<file path="config.mk">
export PLATFORM = sky130hd
export DESIGN_NAME = mmio_uart_tx_flat
export DESIGN_NICKNAME = d
export VERILOG_FILES = /design/src/rtl/mmio_uart_tx_if.sv /design/src/rtl/mmio_uart_tx.sv /design/src/flat_wrapper.sv
export SDC_FILE = /design/constraint.sdc
export NUM_CORES = 1
export LEC_CHECK = 0
export CORE_MARGIN = 10
export CORE_UTILIZATION = 49
export CTS_CLUSTER_DIAMETER = 200
export DETAILED_ROUTE_END_ITERATION = 10
export PLACE_DENSITY_LB_ADDON = 0.15
export SKIP_CTS_REPAIR_TIMING = 1
export SLEW_MARGIN = 15
export SYNTH_ARGS = -nofsm -noshare
export SYNTH_HDL_FRONTEND = slang
export SYNTH_SLANG_ARGS = --single-unit
</file>
<file path="constraint.sdc">
create_clock -name clk -period 3.8 [get_ports clk]
set_input_delay 0.57 -clock clk [delete_from_list [all_inputs] [get_ports clk]]
set_output_delay 0.57 -clock clk [all_outputs]
set_load 0.03 [all_outputs]
</file>
<file path="src/rtl/mmio_uart_tx_if.sv">
// mmio_uart_tx_if: load/store strobes, status read-back and serial outputs of the MMIO UART transmitter.
interface mmio_uart_tx_if;
    logic [31:0] address;
    logic [31:0] write_data;
    logic [31:0] read_data;
    logic        sb;
    logic        sh;
    logic        sw;
    logic        load_enb;
    logic        tx;
    logic        busy;

    modport slave (
        input  address, write_data, sb, sh, sw, load_enb,
        output read_data, tx, busy
    );

    modport master (
        output address, write_data, sb, sh, sw, load_enb,
        input  read_data, tx, busy
    );
endinterface

</file>
<file path="src/rtl/mmio_uart_tx.sv">
// mmio_uart_tx: memory-mapped UART transmitter with TX FIFO and pollable STATUS register.
// Define UART_PARITY_EN to add an even-parity bit between the data bits and the stop bit.
module mmio_uart_tx #(
    parameter logic [31:0] BASE_ADDR    = 32'h0000_1000,
    parameter int          CLKS_PER_BIT = 16,
    parameter int          FIFO_DEPTH   = 8
) (
    input logic           clk,
    input logic           rst,
    mmio_uart_tx_if.slave bus
);
    localparam int AW = $clog2(FIFO_DEPTH);
    localparam int BW = $clog2(CLKS_PER_BIT);
    localparam logic [BW-1:0] BAUD_MAX = BW'(CLKS_PER_BIT - 1);
    localparam logic [AW:0]   CNT_FULL = (AW + 1)'(FIFO_DEPTH);

    typedef enum logic [2:0] {
        IDLE,
        START,
        DATA,
`ifdef UART_PARITY_EN
        PARITY,
`endif
        STOP
    } state_t;

    state_t        r_state, w_state_n;
    logic [BW-1:0] r_baud, w_baud_n;
    logic [2:0]    r_bit, w_bit_n;
    logic [7:0]    r_data;
    logic [7:0]    r_mem [FIFO_DEPTH];
    logic [AW-1:0] r_wp, r_rp;
    logic [AW:0]   r_count;
    logic          r_ovf;
    logic [29:0]   w_idx;
    logic [31:0]   w_status;
    logic          w_wr, w_push_req, w_push, w_pop, w_empty, w_full;
    logic          w_baud_end, w_ovf_set, w_ovf_clr, w_tx;
    logic          w_unused;

    // Word index relative to the window; out-of-window addresses wrap to large values.
    assign w_idx      = bus.address[31:2] - BASE_ADDR[31:2];
    assign w_wr       = bus.sb | bus.sh | bus.sw;
    assign w_push_req = w_wr && w_idx == 30'd0;
    assign w_ovf_clr  = w_wr && w_idx == 30'd2 && bus.write_data[0];
    assign w_empty    = r_count == '0;
    assign w_full     = r_count == CNT_FULL;
    assign w_push     = w_push_req && (!w_full || w_pop);
    assign w_ovf_set  = w_push_req && !w_push;
    assign w_baud_end = r_baud == BAUD_MAX;
    assign w_status   = {16'b0, 8'(r_count), 4'b0, r_ovf, w_empty, w_full, r_state != IDLE};
    assign w_unused   = ^{bus.write_data[31:8], bus.address[1:0]};

    assign bus.read_data = (bus.load_enb && w_idx == 30'd1) ? w_status : 32'b0;
    assign bus.busy      = r_state != IDLE || !w_empty;
    assign bus.tx        = w_tx;

    always_comb begin
        w_tx = 1'b1;
        if (r_state == START) w_tx = 1'b0;
        if (r_state == DATA) w_tx = r_data[r_bit];
`ifdef UART_PARITY_EN
        if (r_state == PARITY) w_tx = ^r_data;
`endif
    end

    always_comb begin
        w_state_n = r_state;
        w_baud_n  = w_baud_end ? '0 : r_baud + 1'b1;
        w_bit_n   = r_bit;
        w_pop     = 1'b0;
        case (r_state)
            IDLE: begin
                w_baud_n = '0;
                if (!w_empty) begin
                    w_pop     = 1'b1;
                    w_state_n = START;
                end
            end
            START: if (w_baud_end) w_state_n = DATA;
            DATA: if (w_baud_end) begin
                w_bit_n = r_bit + 1'b1;
`ifdef UART_PARITY_EN
                if (r_bit == 3'd7) w_state_n = PARITY;
`else
                if (r_bit == 3'd7) w_state_n = STOP;
`endif
            end
`ifdef UART_PARITY_EN
            PARITY: if (w_baud_end) w_state_n = STOP;
`endif
            // Back-to-back frames: reload straight into START without an idle cycle.
            STOP: if (w_baud_end) begin
                w_pop     = !w_empty;
                w_state_n = w_empty ? IDLE : START;
            end
            default: w_state_n = IDLE;
        endcase
    end

    always_ff @(posedge clk) begin
        if (rst) begin
            r_state <= IDLE;
            r_baud  <= '0;
            r_bit   <= '0;
            r_data  <= '0;
            r_wp    <= '0;
            r_rp    <= '0;
            r_count <= '0;
            r_ovf   <= 1'b0;
        end else begin
            r_state <= w_state_n;
            r_baud  <= w_baud_n;
            r_bit   <= w_bit_n;
            if (w_push) r_wp <= r_wp + 1'b1;
            if (w_pop) begin
                r_data <= r_mem[r_rp];
                r_rp   <= r_rp + 1'b1;
            end
            r_count <= r_count + (AW + 1)'(w_push) - (AW + 1)'(w_pop);
            r_ovf   <= w_ovf_set | (r_ovf & ~w_ovf_clr);
        end
    end

    always_ff @(posedge clk) begin
        if (!rst && w_push) r_mem[r_wp] <= bus.write_data[7:0];
    end
endmodule

</file>
<file path="src/flat_wrapper.sv">
// flat-port wrapper written by rule: the top's interface ports become plain ports
module mmio_uart_tx_flat 
#(
    parameter logic [31:0] BASE_ADDR    = 32'h0000_1000,
    parameter int          CLKS_PER_BIT = 16,
    parameter int          FIFO_DEPTH   = 8
)
  (clk, rst, bus_address, bus_write_data, bus_sb, bus_sh, bus_sw, bus_load_enb, bus_read_data, bus_tx, bus_busy);
  mmio_uart_tx_if bus_i ();
  input logic clk;
  input logic rst;
  input wire logic [$bits(bus_i.address)-1:0] bus_address;
  input wire logic [$bits(bus_i.write_data)-1:0] bus_write_data;
  input wire logic [$bits(bus_i.sb)-1:0] bus_sb;
  input wire logic [$bits(bus_i.sh)-1:0] bus_sh;
  input wire logic [$bits(bus_i.sw)-1:0] bus_sw;
  input wire logic [$bits(bus_i.load_enb)-1:0] bus_load_enb;
  output wire logic [$bits(bus_i.read_data)-1:0] bus_read_data;
  output wire logic [$bits(bus_i.tx)-1:0] bus_tx;
  output wire logic [$bits(bus_i.busy)-1:0] bus_busy;
  assign bus_i.address = bus_address;
  assign bus_i.write_data = bus_write_data;
  assign bus_i.sb = bus_sb;
  assign bus_i.sh = bus_sh;
  assign bus_i.sw = bus_sw;
  assign bus_i.load_enb = bus_load_enb;
  assign bus_read_data = bus_i.read_data;
  assign bus_tx = bus_i.tx;
  assign bus_busy = bus_i.busy;
  mmio_uart_tx #(.BASE_ADDR(BASE_ADDR), .CLKS_PER_BIT(CLKS_PER_BIT), .FIFO_DEPTH(FIFO_DEPTH)) u_core (.clk(clk), .rst(rst), .bus(bus_i));
endmodule
</file>
-- Word-level counts from Yosys, hierarchy flattened
Memory sizes are Yosys's and may differ from the RTL's. A register that Yosys moved wholly into a read port is not among the register bits.
Cells that the tools add are included.
- add/sub/neg operators: 7
- $mul: 0
- div/mod/pow operators: 0
- magnitude comparators: 1
- equal/unequal tests: 13
- shift-type cells: 0
- multiplexer cells: 17
- bitwise operators: 5
- reductions and logical operators: 20
- operators by type and width (cell ; number):
    equality test 30 x 1 -> 1 bit, second input constant ; 1
    equality test 30 x 2 -> 1 bit, second input constant ; 1
    logical NOT 30 bit ; 1
    subtractor 30 x 11 -> 30 bit, second input constant ; 1
    two-way mux 3 bit ; 5
    two-way mux 12 bit ; 1
    one-hot mux 3 bit (4 select lines) ; 1
    adder 3 x 1 -> 3 bit, second input constant ; 3
    equality test 4 bit, second input constant ; 2
    two-way mux 1 bit ; 8
    logical AND 1 bit ; 7
    equality test 3 x 2 -> 1 bit, second input constant ; 2
    inequality test 2 x 1 -> 1 bit, second input constant ; 3
    AND reduction 5 bit ; 1
    adder 4 x 1 -> 4 bit ; 1
    adder 4 x 1 -> 4 bit, second input constant ; 1
    logical NOT 1 bit ; 4
    logical NOT 4 bit ; 1
    < comparator 3 x 4 -> 1 bit, second input constant ; 1
    inequality test 2 bit, second input constant ; 2
    subtractor 4 x 1 -> 4 bit ; 1
    binary-select mux 1 bit (select 3 bit) ; 1
    equality test 3 x 1 -> 1 bit, second input constant ; 1
    equality test 3 bit, second input constant ; 1
    9 further kinds ; 12
- register bits: 21
- latch bits: 0
- RAM bits: 64
- bits in read-only memories: 0
- output and inout port bits: 34
- logic and storage cells: 71
- memories kept: 1
- memories (name ; depth ; width ; rd ports ; clocked after memory_dff ; wr ports ; line ; source):
    u_core.r_mem ; 8 ; 8 ; 1 ; 1 ; 1 ; mmio_uart_tx.sv:31 ; logic [7:0] r_mem [FIFO_DEPTH];

-- Longest topological paths before layout
- depth after elaboration: 9
- depth in mapped cells: 12
- depth with buffers taken out: 11

-- Worst setup path after synthesis
No wires, ideal clock.
- path kind: input -> register
- start: in bus_address[11]
- end: mem u_core.r_mem[0][0] (enable)
- data arrival time: 2.466 ns
- required time: 3.405 ns
- path slack: 0.940 ns
- cell stages on the path: 5
- path buffers: 0
- path through: nor4_2 -> nand4_2 -> nor4_4 -> nand3b_1 -> nor4_1
- cells in the longest elaborated chain, start to end: 7
- RTL lines (what ; line ; source):
    start: declaration ; flat_wrapper.sv:12 ; input wire logic [$bits(bus_i.address)-1:0] bus_address;
    subtractor 30 x 11 -> 30 bit ; mmio_uart_tx.sv:42 ; assign w_idx = bus.address[31:2] - BASE_ADDR[31:2];
    logical NOT 30 bit ; mmio_uart_tx.sv:44 ; assign w_push_req = w_wr && w_idx == 30'd0;
    logical AND 1 bit ; mmio_uart_tx.sv:44 ;
    logical AND 1 bit ; mmio_uart_tx.sv:48 ; assign w_push = w_push_req && (!w_full || w_pop);
    logical AND 1 bit ; mmio_uart_tx.sv:126 ; if (!rst && w_push) r_mem[r_wp] <= bus.write_data[7:0];
    two-way mux 1 bit ; mmio_uart_tx.sv:126 ;
    two-way mux 1 bit (not written as such) ; mmio_uart_tx.sv:126 ;
    end: declaration ; mmio_uart_tx.sv:31 ;
Every way passes these cells.

-- Worst setup path in the final report
- start: in bus_address[16]
- end: out bus_read_data[1]
- cells in the longest elaborated chain, start to end: 4
- RTL lines (what ; line ; source):
    subtractor 30 x 11 -> 30 bit ; mmio_uart_tx.sv:42 ;
    equality test 30 x 1 -> 1 bit ; mmio_uart_tx.sv:54 ; assign bus.read_data = (bus.load_enb && w_idx == 30'd1) ? w_status : 32'b0;
    logical AND 1 bit ; mmio_uart_tx.sv:54 ;
    two-way mux 12 bit ; mmio_uart_tx.sv:54 ;
    end: declaration ; flat_wrapper.sv:18 ; output wire logic [$bits(bus_i.read_data)-1:0] bus_read_data;
Every way passes these cells.

==> impl_metrics.py <==
metrics = {
    "critical_path": {
        "start_kind": "input port",
        "cp_top_family": "simple AND/OR/NAND/NOR gates",
        "cp_max_fo": 8,
        "r2r_start": "u_core.r_state[0]",
        "critPathSlowestCell": "clkdlybuf4s50_1",
        "crit_start": "bus_address[16]",
        "critPathKind": "input port to output port",
        "critPathCaptureType": "output port",
        "worst_path_most_repeated_cell": "clkdlybuf4s50_1",
        "r2r_cells": 11,
        "cp_cell_sequence": "clkdlybuf4s50_1 > nor4_4 > nand4_2 > nor3_2 > and4b_1 > and3_1 > clkdlybuf4s50_1",
        "reg2reg_slack_ps": 1150,
        "worst-path-stages": 7,
        "crit_path_max_incr_delay_ps": 660,
        "r2r_end": "u_core.r_count[2]",
        "crit_required_ps": 3230,
        "crit_end": "bus_read_data[1]",
        "path_buf_inv": 2,
        "worstPathArrival_ps": 2920,
    },
    "pwr": {
        "p_int_mw": 1.74,
        "p_leak_nw": 1.76,
        "power.density_nw_per_um2": 502,
        "vdd_drop_max_mv": 0.284,
        "switching_share": 0.318,
        "p_sw_uw": 813,
        "p_clk_frac": 0.240,
        "combinationalPowerShare": 0.294,
        "p_seq_frac": 0.466,
    },
    "synth": {
        "synth_cells": 299,
        "yosysSeqAreaShare": 0.585,
        "synth_top_area_frac": 0.453,
        "dominantRegCellSynth": "edfxtp_1",
        "synth_cell_type_count": 44,
        "synth.most_common_cell": "edfxtp_1",
        "synth_edf_count": 64,
        "async_reset_ff_frac": 0,
        "ys_warn_count": 0,
        "yosys.area.top_type": "edfxtp_1",
        "ys_ff_latch": 92,
        "synth_area_leaders": "edfxtp_1 45%, dfxtp_1 13%, mux4_2 9.6%",
        "synth_area_um2": 4240,
        "synthTopCellsByCount": "64 x edfxtp_1, 28 x dfxtp_1, 26 x nor2_1, 24 x buf_4, 18 x mux4_2",
        "syn_area_per_cell_um2": 14.2,
    },
    "drt": {
        "totalWireLength_mm": 8.04,
        "ant_nets": 0,
        "drtIter0Drc": 86,
        "vias": 2493,
        "drt_pass1_iterations": 4,
        "viasPerCell": 5.22,
        "wl_per_cell_um": 16.8,
        "drc": 0,
    },
    "sta": {
        "fin_setup_tns_ps": 0,
        "slew_violations": 0,
        "final-setup-viol-count": 0,
        "finalHoldViolations": 0,
        "final.min_clock_period_ps": 3490,
        "worst_hold_slack_ps": 459,
        "relSlewSlack": 0.407,
        "worstMarginPinSlew_ps": 889,
        "fmax_mhz": 286,
        "skew_ps": 12.4,
        "post-route-period-util": 0.919,
        "grt_setup_unrepaired": "no",
    },
    "die": {
        "initial_utilization": 0.509,
        "die_area_um2": 12800,
        "io_pins": 104,
        "die_width_um": 113,
        "die_h_um": 113,
        "core_region_area_um2": 8340,
        "fp-row-count": 33,
    },
    "cells_and_area": {
        "fin_nets": 454,
        "syn_to_final_growth_pct": 20.0,
        "fillCellCount": 661,
        "antennaDiodeCount": 0,
        "drive_above_1_share": 0.172,
    },
    "status": {
        "outcome": "completed",
    },
    "placed_design": {
        "hpwl_mm": 6.17,
        "io_buffers": 53,
        "gp_congestion": 0.756,
    },
    "clock_tree": {
        "cts_inserted_buffers": 9,
        "cts_tree": "done",
        "clock_latency_ps": 350,
        "cts.sinks": 92,
        "htreeDepth": 3,
        "cts_root_buf": "clkbuf_8",
        "cts.path.max_buffers": 2,
        "clkTransAtPathRegs_ps": 100,
    },
    "grt": {
        "antenna_found_initial": 0,
        "overflow": 0,
        "grt_util_all_layers": 0.130,
        "grt_first_pass_wirelength_mm": 13.3,
        "grt_pass1_vias": 2602,
        "grt_max_degree": 27,
    },
    "hold_path": {
        "hold_class": "flip-flop to flip-flop",
    },
    "run": {
        "maxCapViolCount": 0,
    },
}
-- worst min-delay path by stage --
stage / start / to / slack, ps / cells past startpoint
4_1_cts: u_core.r_baud[0] / u_core.r_baud[0] / 460 / 1
2_1_floorplan: u_core.r_baud[0] / u_core.r_baud[0] / 420 / 1
3_5_place_dp: u_core.r_baud[0] / u_core.r_baud[0] / 440 / 1
3_3_place_gp: u_core.r_baud[0] / u_core.r_baud[0] / 440 / 1
5_1_grt: u_core.r_baud[0] / u_core.r_baud[0] / 510 / 1
6_report: u_core.r_baud[0] / u_core.r_baud[0] / 460 / 1
-- stage by stage --
step / std cells / util / power, mW / setup slack (ps) / instance area (µm²)
2_1_floorplan: 322 / - / 1.79 / 940 / 4330
3_3_place_gp: 462 / 0.587 / 1.96 / 192 / 4900
3_5_place_dp: 462 / 0.587 / 1.98 / 187 / 4900
4_1_cts: 478 / 0.610 / 2.59 / 180 / 5090
5_1_grt: 478 / 0.611 / 2.73 / 79.1 / 5090
6_report: 478 / 0.611 / 2.56 / 309 / 5090
-- registers in the layout, indices dropped and copies added, names as in the netlist --
register / flops
u_core.r_bit: 3
u_core.r_wp: 3
u_core.r_baud: 4
u_core.r_state: 2
u_core.r_mem: 64
u_core.r_rp: 3
u_core.r_ovf: 1
u_core.r_count: 4
u_core.r_data: 8
-- cell usage in the layout, fill, tap and decap left out, types with 7 or more instances in the layout --
cell             count
edfxtp_1            64
clkdlybuf4s50_1     53
dfxtp_1             28
nor2_1              26
conb_1              24
mux4_2              18
buf_4               17
ha_1                15
mux2i_1             12
inv_1               10
a211oi_1            10
clkbuf_8             9
nand3_1              8
nand2_1              7
-- layout make-up --
class | count | area, µm² | area share
Clock buffer | 9 | 124 | 0.0243
Multi-Input combinational cell | 185 | 1600 | 0.313
Clock inverter | 7 | 63.8 | 0.0125
Sequential cell | 92 | 2480 | 0.487
Inverter | 10 | 37.5 | 0.00737
Timing Repair Buffer | 70 | 658 | 0.129
Tap cell | 105 | 131 | 0.0258
-- power by group through the flow --
stage,clock [mW],combinational (mW),sequential (mW)
2_1_floorplan,0,0.612,1.18
3_3_place_gp,0,0.745,1.21
3_5_place_dp,0,0.764,1.22
4_1_cts,0.632,0.766,1.19
5_1_grt,0.669,0.858,1.20
6_report,0.614,0.752,1.19
-- worst reg2reg max path: stages (launching register included) --
cell and delay [ps]:
dfxtp_1 390, inv_1 80, ha_1 250, a41oi_1 410, a211oi_2 80, buf_4 220, ha_1 290, inv_1 40
ha_1 190, fa_1 390, xnor2_1 150, nor2_1 50
-- metal layers --
layer  share of wire  track usage
met2            0.53        0.229
met5               0            0
met3           0.054       0.0433
met1            0.40        0.143
met4           0.015       0.0440
-- cells by family (layout without fill, tap and decap cells) --
logic type                 count (synthesis)  count (layout)  synth area share
DFF                                       92              92             0.585
adders and majority gates                 16              16            0.0489
xor gates and xnor gates                   7               7            0.0144
buffers and inverters                     45              96            0.0619
AOI/OAI and AO/OA                         29              29            0.0534
other                                      1              24          0.000884
muxes                                     30              30             0.124
and+or+nand+nor                           79              79             0.112
Note: power is estimated with default switching activity, not from simulation.
